--- config.mk ---
export PLATFORM = sky130hd
export DESIGN_NAME = frame_packer
export DESIGN_NICKNAME = d
export VERILOG_FILES = /design/src/rtl/frame_packer.sv
export SDC_FILE = /design/constraint.sdc
export NUM_CORES = 1
export LEC_CHECK = 0
export ABC_AREA = 0
export BUFFER_PORTS_ARGS = -buffer_cell sky130_fd_sc_hd__buf_2
export CAP_MARGIN = 20
export CORE_MARGIN = 2
export CORE_UTILIZATION = 35
export DETAILED_ROUTE_END_ITERATION = 12
export REMOVE_ABC_BUFFERS = 1
export SLEW_MARGIN = 10
export SYNTH_ARGS = -nofsm -noshare
export SYNTH_HDL_FRONTEND = slang
export SYNTH_SLANG_ARGS = --single-unit
--- constraint.sdc ---
create_clock -name clk_in -period 2.4 [get_ports clk_in]
set_input_delay 0.12 -clock clk_in [delete_from_list [all_inputs] [get_ports clk_in]]
set_output_delay 0.12 -clock clk_in [all_outputs]
set_load 0.1 [all_outputs]
--- src/rtl/frame_packer.sv ---
// Packs eight 16-bit words into a 140-bit {chan, payload, crc8} FIFO word.
// The packed word is held on the write port until the FIFO is not full.
module frame_packer #(
  parameter int unsigned WORDS_PER_FRAME = 8,
  parameter logic [7:0]  CRC_POLY        = 8'h07
) (
  input  logic           clk_in,
  input  logic           rst_n,
  input  logic [15:0]    in_data,
  input  logic [3:0]     in_chan,
  input  logic           in_valid,
  output logic           in_ready,
  input  logic           in_abort,
  output logic [139:0]   data_to_fifo,
  output logic           fifo_w_enable,
  input  logic           fifo_full,
  output logic           err_chan,
  output logic [15:0]    frame_cnt
);

  localparam logic [2:0] LastIdx = 3'(WORDS_PER_FRAME - 1);

  typedef enum logic [0:0] {StCollect, StHold} state_e;

  state_e         state_q, state_d;
  logic [2:0]     idx_q, idx_d;
  logic [3:0]     chan_q, chan_d;
  logic [7:0]     crc_q, crc_d;
  logic [127:0]   payload_q, payload_d;
  logic [139:0]   data_q, data_d;
  logic           w_en_q, w_en_d;
  logic           err_chan_q, err_chan_d;
  logic [15:0]    frame_cnt_q, frame_cnt_d;
  logic           restart;
  logic [2:0]     slot;

  // MSB-first CRC-8 over one 16-bit word, init supplied by caller.
  function automatic logic [7:0] crc_step(input logic [7:0] crc_in, input logic [15:0] word);
    logic [7:0] c;
    c = crc_in;
    for (int i = 15; i >= 0; i--) begin
      if (c[7] ^ word[i]) c = {c[6:0], 1'b0} ^ CRC_POLY;
      else                c = {c[6:0], 1'b0};
    end
    return c;
  endfunction

  always_comb begin
    state_d     = state_q;
    idx_d       = idx_q;
    chan_d      = chan_q;
    crc_d       = crc_q;
    payload_d   = payload_q;
    data_d      = data_q;
    w_en_d      = w_en_q;
    err_chan_d  = 1'b0;
    frame_cnt_d = frame_cnt_q;
    in_ready    = 1'b0;
    restart     = (idx_q == 3'd0) || (in_chan != chan_q);
    slot        = LastIdx - idx_q;

    unique case (state_q)
      StCollect: begin
        in_ready = !in_abort;
        if (in_abort) begin
          idx_d = 3'd0;
          crc_d = 8'h00;
        end else if (in_valid) begin
          if (restart) begin
            // A mismatching word starts a fresh frame as its word 0.
            err_chan_d = (idx_q != 3'd0);
            chan_d     = in_chan;
            crc_d      = crc_step(8'h00, in_data);
            payload_d  = {in_data, 112'h0};
            idx_d      = 3'd1;
          end else begin
            crc_d                         = crc_step(crc_q, in_data);
            payload_d[{slot, 4'b0} +: 16] = in_data;
            if (idx_q == LastIdx) begin
              data_d  = {chan_q, payload_d, crc_d};
              w_en_d  = 1'b1;
              idx_d   = 3'd0;
              state_d = StHold;
            end else begin
              idx_d = idx_q + 3'd1;
            end
          end
        end
      end
      StHold: begin
        if (!fifo_full) begin
          w_en_d      = 1'b0;
          frame_cnt_d = frame_cnt_q + 16'd1;
          idx_d       = 3'd0;
          state_d     = StCollect;
        end
      end
      default: state_d = StCollect;
    endcase
  end

  always_ff @(posedge clk_in or negedge rst_n) begin
    if (!rst_n) begin
      state_q     <= StCollect;
      idx_q       <= 3'd0;
      chan_q      <= 4'h0;
      crc_q       <= 8'h00;
      payload_q   <= 128'h0;
      data_q      <= 140'h0;
      w_en_q      <= 1'b0;
      err_chan_q  <= 1'b0;
      frame_cnt_q <= 16'h0;
    end else begin
      state_q     <= state_d;
      idx_q       <= idx_d;
      chan_q      <= chan_d;
      crc_q       <= crc_d;
      payload_q   <= payload_d;
      data_q      <= data_d;
      w_en_q      <= w_en_d;
      err_chan_q  <= err_chan_d;
      frame_cnt_q <= frame_cnt_d;
    end
  end

  assign data_to_fifo  = data_q;
  assign fifo_w_enable = w_en_q;
  assign err_chan      = err_chan_q;
  assign frame_cnt     = frame_cnt_q;

endmodule

==> impl_metrics.py <==
metrics = {
    "run_status": {
        "status": "complete, no violations",
    },
    "logic_synthesis": {
        "ys_seq_area_share_pct": 59.1,
        "syn_area_um2": 12800,
        "yosysWarnings": 0,
        "ys_async_sr_fraction_pct": 100,
        "syn_inst": 1080,
        "ys.flop_type": "dfrtp_1",
        "synth.distinct_cells": 44,
        "synth_seq_cells": 302,
        "synth.avg_cell_area_um2": 11.8,
        "synth_edf_count": 0,
    },
    "finish": {
        "areaGrowthSynthToFinish_pct": 23.8,
        "fillerInstances": 3465,
        "final_layout_size_suffix_gt1_share_pct": 26.4,
        "diodes": 0,
        "seqCellArea_um2": 7560,
        "multiInputGateArea_um2": 4880,
        "nNetsFinal": 1325,
        "fin_area_um2": 15800,
    },
    "clock_network": {
        "clockBufferDepth": 3,
        "root_buffer": "clkbuf_16",
        "numCtsBuffers": 35,
        "cts.sinks": 302,
        "tritoncts": "built",
        "cts.reportedPaths.clkPinSlew_ns": 0.06,
        "cts.htree.levels": 2,
        "clk_latency_ns": 0.54,
    },
    "flow_run": {
        "maxCapViolCount": 0,
    },
    "route": {
        "drc": 0,
        "post_drt_wl_per_cell_um": 20.0,
        "ant_nets": 0,
        "dr.pass1.iters": 5,
        "vias_per_cell": 5.07,
        "num_vias": 9068,
        "drt_iter0_drc": 488,
        "wirelength_mm": 35.7,
    },
    "timing": {
        "rsz0062_at_grt": "false",
        "drv_slew": 0,
        "slew_headroom_pct": 39.5,
        "hold_viol": 0,
        "setup_viol": 0,
        "setup_tns_ns": 0,
        "worst_clock_skew_ns": 0.0253,
        "worst_pin_slew_ns": 0.907,
        "max_freq_mhz": 443,
        "fin_crit_ns": 2.26,
        "fin_crit_sh_pct": 94.1,
        "fin_ws_ns": 0.140,
    },
    "setup_path": {
        "path_class": "reg2reg",
        "reg2reg_to": "payload_q[119]$_DFFE_PN0P_",
        "r2r_cells": 7,
        "cp.arrival_ns": 2.66,
        "startpoint_type": "flop",
        "end_kind": "flop",
        "crit_required_ns": 2.80,
        "timing.rr.start": "idx_q[1]$_DFFE_PN0P_",
        "worstPathMaxFanout": 16,
        "reg2reg_slack_ns": 0.14,
    },
    "floorplan": {
        "pin_count": 184,
        "rows": 70,
        "die_h_um": 195,
        "dieArea_um2": 38100,
        "dieWidth_um": 195,
        "start_util_pct": 35.3,
        "coreArea_um2": 36300,
    },
    "global_routing": {
        "groute.usage.overall_pct": 18.8,
        "grt_max_degree": 89,
        "grt_pass1_wl_mm": 55.0,
        "grt_overflow": 0,
        "grt_pass1_vias": 9048,
        "grt_antenna_before_repair": 0,
    },
    "min_path": {
        "hp-start": "in_data[5]",
        "hold_depth": 2,
        "whs_endpoint": "payload_q[37]$_DFFE_PN0P_",
        "hp-class": "in2reg",
    },
    "placed_design": {
        "place.port_buffers": 183,
        "place_ws_ns": 0.00886,
        "placed_area_um2": 14600,
        "place.detailed.hpwl_mm": 24.2,
        "place_congestion": 0.819,
    },
    "pwr": {
        "power.leakage_nw": 8.45,
        "power_mw": 11.7,
        "ir_worst_vdd_uv": 366,
        "cellPowerDensity_nw_per_um2": 740,
    },
}
[per-stage QoR]
| step | hold WS, ns | utilization, % | std cells |
|---|---|---|---|
| after floorplan | -0.176 | - | 998 |
| after CTS | 0.0208 | 43.6 | 1787 |
| final | 0.0123 | 43.7 | 1788 |
| after detailed placement | 0.207 | 40.2 | 1714 |
| after global placement | 0.203 | 40.2 | 1714 |
| after global routing | 0.0223 | 43.7 | 1788 |
[critical path, stage by stage (launching register included)]
cell and delay (ns):
dfrtp_1 0.44, ha_1 0.21, ha_1 0.38, nor2_1 0.13, nand2_1 0.12, a31oi_2 0.31
buf_12 0.19, mux2_2 0.34
[synthesized netlist by cell type, types with 2 or more instances]
library cell / count / area, um2
dfrtp_1: 302 / 7560
nand2_1: 147 / 552
a22o_1: 115 / 1010
nor2_1: 68 / 255
mux2i_1: 66 / 661
nand3_1: 55 / 275
a21oi_1: 51 / 255
clkbuf_1: 49 / 184
xnor2_1: 46 / 403
mux2_2: 33 / 372
buf_2: 30 / 150
o21ai_1: 17 / 85.1
xor2_1: 15 / 131
mux2_1: 10 / 113
xnor3_1: 10 / 225
o21ai_0: 7 / 35.0
a21o_1: 6 / 45.0
and3_1: 4 / 25.0
ha_1: 4 / 50.1
inv_1: 4 / 15.0
nand2b_1: 4 / 25.0
nand4_1: 4 / 25.0
nor2b_1: 4 / 25.0
xor3_1: 3 / 71.3
a22oi_1: 2 / 15.0
and2_1: 2 / 12.5
and4_1: 2 / 17.5
buf_1: 2 / 7.51
nor3_1: 2 / 10.0
or3_1: 2 / 12.5
[sequential cells by signal, summed over array words and instances, names as in the netlist]
register	count
data_to_fifo	140
frame_cnt	16
fifo_w_enable	1
crc_q	8
chan_q	4
idx_q	3
err_chan	1
state_q	1
payload_q	128
[layout by cell type, fill, tap and decap left out, types with 46 or more instances in the layout]
cell and instances:
dfrtp_1 302, buf_2 182, nand2_1 147, a22o_1 115, nor2_1 67, mux2i_1 66, buf_4 56, nand3_1 55
a21oi_1 51, xnor2_1 46
[where the power goes]
part           internal (mW)  total (mW)  leakage, nW  switching, mW
clock                   3.06        5.21        0.549           2.16
sequential              5.17        5.24         4.17         0.0673
combinational          0.542        1.26         3.73          0.719
total                   8.78        11.7         8.45           2.94
[routing by layer]
metal / vias to the layer above / share of wire, % / global-route usage (%)
met3: 39 / 5.0 / 2.95
met2: 268 / 47 / 29.9
met4: 0 / 1.5 / 4.30
met5: - / 0 / 0
li1: 4193 / - / -
met1: 4568 / 47 / 27.1
[layout make-up]
| class | count | area share (%) |
|---|---|---|
| Tap cell | 468 | 3.70 |
| Sequential cell | 302 | 47.7 |
| Clock buffer | 47 | 6.07 |
| Clock inverter | 14 | 1.03 |
| Inverter | 4 | 0.0948 |
| Timing Repair Buffer | 261 | 10.5 |
| Multi-Input combinational cell | 692 | 30.9 |
[how the worst max path moves through the flow]
stage | start | endpoint | slack (ns) | cells past startpoint
2_1_floorplan | idx_q[0]$_DFFE_PN0P_ | data_to_fifo[0]$_DFFE_PN0P_ | -8.97 | 6
3_3_place_gp | idx_q[1]$_DFFE_PN0P_ | payload_q[28]$_DFFE_PN0P_ | 0.08 | 6
3_5_place_dp | idx_q[1]$_DFFE_PN0P_ | payload_q[21]$_DFFE_PN0P_ | 0.009 | 6
4_1_cts | idx_q[1]$_DFFE_PN0P_ | payload_q[53]$_DFFE_PN0P_ | 0.04 | 5
5_1_grt | state_q$_DFF_PN0_ | data_to_fifo[79]$_DFFE_PN0P_ | 0.01 | 8
6_report | idx_q[1]$_DFFE_PN0P_ | payload_q[119]$_DFFE_PN0P_ | 0.14 | 7
[repair_timing]
action / in CTS / in global routing
endpoints found under the hold margin: 86 / 0
hold buffers: 12 / 0
setup endpoints to repair: 2 / 3
gates resized for setup: 1 / 2
setup buffers: 0 / 0
[cells by family after synthesis]
kind of cell    Yosys count  synth area share, %
flops                   302                 59.1
buf+inv                  86                 2.88
simple gates            298                 10.0
mux                     109                 8.95
compound gates          204                 11.7
fa+ha+maj                 4                0.391
xor+xnor                 77                 6.96
(Power assumes the default switching activity.)
